$ cat src/rtl/ysyx_22050019_pipe_stage_reg_pkg.sv
// Shared pipeline payload layout: IF/ID field offsets, per-stage payload widths
// and the NOP used as the reset/flush payload of the fetch stage.
package ysyx_22050019_pipe_stage_reg_pkg;

  localparam int INST_LSB   = 0;
  localparam int INST_MSB   = 31;
  localparam int PC_LSB     = 32;
  localparam int PC_MSB     = 95;
  localparam int COMMIT_BIT = 96;

  localparam int IFID_W  = 97;
  localparam int IDEX_W  = 97;
  localparam int EXMEM_W = 97;
  localparam int MEMWB_W = 97;

  localparam logic [31:0] NOP_INST = 32'h0000_0013;

  typedef struct packed {
    logic        commit;
    logic [63:0] pc;
    logic [31:0] inst;
  } ifid_t;

  localparam logic [IFID_W-1:0] IFID_NOP = {1'b0, 64'h0, NOP_INST};

  function automatic logic [IFID_W-1:0] pack_ifid(input logic        commit,
                                                  input logic [63:0] pc,
                                                  input logic [31:0] inst);
    ifid_t p;
    p.commit = commit;
    p.pc     = pc;
    p.inst   = inst;
    return p;
  endfunction

endpackage

$ cat src/rtl/ysyx_22050019_pipe_slot.sv
// One valid+payload register. clear wins over load, load wins over drop;
// drop only invalidates, so a released payload stays visible but stale.
module ysyx_22050019_pipe_slot #(
  parameter int                DATA_W   = 97,
  parameter logic [DATA_W-1:0] RST_DATA = '0
) (
  input  logic              clk,
  input  logic              rst_n,
  input  logic              clear,
  input  logic              load,
  input  logic              drop,
  input  logic [DATA_W-1:0] d,
  output logic              valid,
  output logic [DATA_W-1:0] data
);

  always_ff @(posedge clk or negedge rst_n) begin
    if (!rst_n) begin
      valid <= 1'b0;
      data  <= RST_DATA;
    end else if (clear) begin
      valid <= 1'b0;
      data  <= RST_DATA;
    end else if (load) begin
      valid <= 1'b1;
      data  <= d;
    end else if (drop) begin
      valid <= 1'b0;
    end
  end

endmodule

$ cat src/rtl/ysyx_22050019_pipe_stage_reg.sv
// Pipeline stage register with valid/ready handshake, synchronous flush and an
// optional skid slot that keeps in_ready_o free of any path from out_ready_i.
module ysyx_22050019_pipe_stage_reg
  import ysyx_22050019_pipe_stage_reg_pkg::*;
#(
  parameter int                DATA_W   = IFID_W,
  parameter bit                SKID     = 1'b1,
  parameter logic [DATA_W-1:0] RST_DATA = '0
) (
  input  logic              clk,
  input  logic              rst_n,
  input  logic              flush_i,
  input  logic              in_valid_i,
  output logic              in_ready_o,
  input  logic [DATA_W-1:0] in_data_i,
  output logic              out_valid_o,
  input  logic              out_ready_i,
  output logic [DATA_W-1:0] out_data_o,
  output logic [1:0]        occupancy_o
);

  logic              accept;
  logic              rel;
  logic              main_valid;
  logic              main_load;
  logic              main_drop;
  logic [DATA_W-1:0] main_d;
  logic              skid_valid;

  assign accept = in_valid_i & in_ready_o;
  assign rel    = main_valid & out_ready_i;

  generate
    if (SKID) begin : g_skid
      logic              skid_load;
      logic [DATA_W-1:0] skid_data;

      // in_ready_o comes straight from the skid valid flop
      assign in_ready_o = !skid_valid;
      // The skid entry always drains into main before new input is taken
      assign main_load  = (accept & (!main_valid | rel)) | (skid_valid & rel);
      assign main_d     = skid_valid ? skid_data : in_data_i;
      assign main_drop  = rel;
      assign skid_load  = accept & main_valid & !rel;

      ysyx_22050019_pipe_slot #(
        .DATA_W   (DATA_W),
        .RST_DATA (RST_DATA)
      ) u_skid (
        .clk   (clk),
        .rst_n (rst_n),
        .clear (flush_i),
        .load  (skid_load),
        .drop  (rel),
        .d     (in_data_i),
        .valid (skid_valid),
        .data  (skid_data)
      );
    end else begin : g_single
      assign in_ready_o = !main_valid | out_ready_i;
      assign main_load  = accept;
      assign main_d     = in_data_i;
      assign main_drop  = rel;
      assign skid_valid = 1'b0;
    end
  endgenerate

  ysyx_22050019_pipe_slot #(
    .DATA_W   (DATA_W),
    .RST_DATA (RST_DATA)
  ) u_main (
    .clk   (clk),
    .rst_n (rst_n),
    .clear (flush_i),
    .load  (main_load),
    .drop  (main_drop),
    .d     (main_d),
    .valid (main_valid),
    .data  (out_data_o)
  );

  assign out_valid_o = main_valid;
  assign occupancy_o = {1'b0, main_valid} + {1'b0, skid_valid};

endmodule

$ cat config.mk
export PLATFORM = sky130hd
export DESIGN_NAME = ysyx_22050019_pipe_stage_reg
export DESIGN_NICKNAME = d
export VERILOG_FILES = /design/src/rtl/ysyx_22050019_pipe_stage_reg_pkg.sv /design/src/rtl/ysyx_22050019_pipe_slot.sv /design/src/rtl/ysyx_22050019_pipe_stage_reg.sv
export SDC_FILE = /design/constraint.sdc
export NUM_CORES = 1
export LEC_CHECK = 0
export ABC_CLOCK_PERIOD_IN_PS = 2200
export BUFFER_PORTS_ARGS = -buffer_cell sky130_fd_sc_hd__buf_2
export CORE_MARGIN = 1
export CORE_UTILIZATION = 53
export CTS_CLUSTER_SIZE = 24
export DETAILED_ROUTE_END_ITERATION = 7
export GPL_ROUTABILITY_DRIVEN = 0
export PLACE_DENSITY = 0.84
export SLEW_MARGIN = 40
export SYNTH_ARGS = -nofsm -noshare
export SYNTH_HDL_FRONTEND = slang
export SYNTH_SLANG_ARGS = --single-unit
export TNS_END_PERCENT = 50
$ cat constraint.sdc
create_clock -name clk -period 2.2 [get_ports clk]
set_input_delay 0.11 -clock clk [delete_from_list [all_inputs] [get_ports clk]]
set_output_delay 0.11 -clock clk [all_outputs]
set_load 0.05 [all_outputs]
==> impl_metrics.csv <==
group,metric,value,unit
status,status,"complete, no violations",
cts,ctsLongestPathBuffers,2,
logic_synthesis,ys_top_cells_by_count,"dfrtp_1, a22o_1, mux2i_1, o2bb2ai_1, clkbuf_1",
detailed_routing,wl_per_cell,20.0,um
placement,dp_cells,904,
cts,cts.sinks,196,
setup_path,path_buf_inv,2,
setup_path,crit_type,"reg2out",
sta,worst_slew_pin_slew,0.653,ns
detailed_routing,drt_pre_antenna_iters,6,
sta,max_freq,507,MHz
min_path,min_path_type,"in2async",
global_routing,grt_pass1_wl,34700,um
pwr,p_leak,0.00513,uW
logic_synthesis,synth_top_area_share,61.8,%
pwr,power_density,800,nW/um2
placement,postPlaceCellArea,9130,um2
floorplan,core_area,14600,um2
setup_path,startpoint_type,"flip-flop",
setup_path,cp-end-kind,"primary output",
detailed_routing,ant_nets,0,
final_layout,layout-drive-gt1-share,29.3,%
setup_path,cpPeakStageDelay,0.49,ns
sta,fin_setup_tns,0,ns
logic_synthesis,ys_ff_latch,196,
logic_synthesis,syn_inst,555,
cts,ctsResizeCount,0,
setup_path,critPathMaxFanout,23,
cts,cts-root-buf,"clkbuf_16",
cts,post_cts_buffers,0,
floorplan,ios,203,
floorplan,die_y,124,um
floorplan,die-area,15500,um2
logic_synthesis,avgSynthCellArea,14.3,um2
logic_synthesis,synth_area,7930,um2
cts,clkTransAtPathRegs,0.06,ns
detailed_routing,wl,20800,um
placement,portBuffers,202,
logic_synthesis,synth.area.top_cells,"dfrtp_1, mux2i_1, a22o_1, o2bb2ai_1, clkbuf_1",
sta,slew_violations,0,
setup_path,path_cells,"buf_4 > ha_1 > buf_2",
global_routing,track_usage,28.1,%
job,cap_violations,0,
detailed_routing,drtIter0Drc,365,
final_layout,syn_to_final_growth,35.5,%
cts,ctsHoldBuffers,102,
global_routing,grt_antenna_before_repair,0,
sta,rsz0062_at_grt,"no",
logic_synthesis,yosys_warnings,0,
sta,fin_skew,0.0101,ns
logic_synthesis,yosysMostFrequentCell,"dfrtp_1",
final_layout,fin_area,10700,um2
floorplan,start_util,54.4,%
logic_synthesis,ys_types,21,
detailed_routing,routed-via-count,6166,
global_routing,grt_max_degree,76,
sta,hold_viol_final,0,
global_routing,grt_pass1_vias,6639,
pwr,ir_drop,587,uV
logic_synthesis,yosys.area.top_type,"dfrtp_1",
final_layout,fillers,869,
setup_path,crit_slowest_cell,"dfrtp_4",
logic_synthesis,synth_seq_area_share,61.8,%
final_layout,nNetsFinal,944,
floorplan,num_rows,44,
sta,fin_crit_sh,89.7,%
sta,fin_hold_ws,0.270,ns
global_routing,gr-total-overflow,0,
placement,dp_slack,0.420,ns
setup_path,arrival,1.86,ns
detailed_routing,remaining_drc_errors,0,
cts,numCtsBuffers,17,
sta,setup_violations,0,
floorplan,fp.dieW,124,um
placement,hpwl,11700,um
sta,worst_slack,0.227,ns
logic_synthesis,synth_fp_nets,658,
cts,cts_tree,"yes",
cts,cts.htree.levels,4,
sta,post-route-min-period,1.97,ns
final_layout,fin_cells,1037,
setup_path,critical-path-top-delay-family,"buffers and inverters",
setup_path,crit_required,2.09,ns
logic_synthesis,synth_async_sr_flop_share,100,%
detailed_routing,vias_per_cell,5.95,
sta,slew-limit-headroom,56.5,%
final_layout,diodes,0,
cts,insertion_delay,0.43,ns
logic_synthesis,ys.flop_type,"dfrtp_1",
logic_synthesis,synth_edf_count,0,
-- worst paths after layout --
check	startpoint	slack [ns]	cells past startpoint	to
setup / recovery	g_skid.u_skid.valid$_DFFE_PN0P_	0.23	3	occupancy_o[0]
hold / removal	rst_n	0.27	2	u_main.data[11]$_DFFE_PN0P_
setup reg to reg	g_skid.u_skid.valid$_DFFE_PN0P_	0.39	4	u_main.data[65]$_DFFE_PN0P_
hold reg to reg	u_main.data[90]$_DFFE_PN0P_	0.49	1	u_main.data[90]$_DFFE_PN0P_
max in group asynchronous	rst_n	1.18	3	g_skid.u_skid.data[66]$_DFFE_PN0P_
min in group clk	in_data_i[37]	0.44	3	g_skid.u_skid.data[37]$_DFFE_PN0P_
-- worst reg2reg max path, cell delays in order (launching register included) --
cell and delay (ns):
dfrtp_4 0.53, or2_1 0.29, nand4_1 0.19, buf_4 0.48
o2bb2ai_1 0.17
-- final cells by class --
class	instances	area [um2]	area share (%)
Inverter	3	11.3	0.105
Tap cell	184	230	2.14
Clock buffer	22	464	4.32
Clock inverter	9	129	1.20
Timing Repair Buffer	319	2220	20.6
Multi-Input combinational cell	304	2790	25.9
Sequential cell	196	4910	45.7
-- cells by family (layout without fill, tap and decap cells) --
| family | after synthesis | after routing | share of synthesized area [%] |
|---|---|---|---|
| DFF | 196 | 196 | 61.8 |
| buffers and inverters | 55 | 353 | 3.16 |
| adders and majority gates | 1 | 1 | 0.158 |
| AOI/OAI and AO/OA | 199 | 199 | 21.9 |
| muxes | 97 | 97 | 12.2 |
| and+or+nand+nor | 7 | 7 | 0.678 |
-- flip-flops by register name, indices dropped and copies added, names as in the netlist --
name / cells
g_skid.u_skid.data: 97
u_main.data: 97
g_skid.u_skid.valid: 1
u_main.valid: 1
-- cell usage in the layout (no fill, tap or decap), types with 2 or more instances in the layout --
| cell | netlist | routed |
|---|---|---|
| mux2i_1 | 97 | 97 |
| clkinvlp_4 | 0 | 2 |
| a22o_1 | 97 | 97 |
| bufinv_16 | 0 | 3 |
| clkbuf_8 | 0 | 3 |
| nand2_1 | 2 | 2 |
| buf_4 | 6 | 9 |
| clkbuf_1 | 24 | 3 |
| dlygate4sd3_1 | 0 | 102 |
| clkbuf_16 | 0 | 17 |
| nand2b_1 | 2 | 2 |
| inv_1 | 2 | 2 |
| buf_12 | 0 | 5 |
| o2bb2ai_1 | 97 | 97 |
| clkinv_2 | 0 | 3 |
| dfrtp_1 | 196 | 195 |
| buf_2 | 17 | 201 |
-- per-stage QoR --
stage / util [%] / power, uW
floorplan: - / 4870
global placement: 62.6 / 5320
detailed placement: 62.6 / 5360
CTS: 73.7 / 8630
global route: 73.7 / 8890
finish: 73.7 / 8600
-- layer usage --
layer	track usage, %	vias up	routed length [um]
met1	37.4	3131	8840
li1	-	2725	-
met2	45.8	282	10300
met4	8.58	0	291
met5	0	-	0
met3	6.83	28	1380
-- report_power, final --
group	leakage [uW]	total, uW	internal, uW	switching (uW)
Clock	0.000286	3140	1840	1300
Combinational	0.00217	1550	501	1050
Sequential	0.00267	3910	3790	121
No activity file was read; power rests on OpenSTA's default activity.
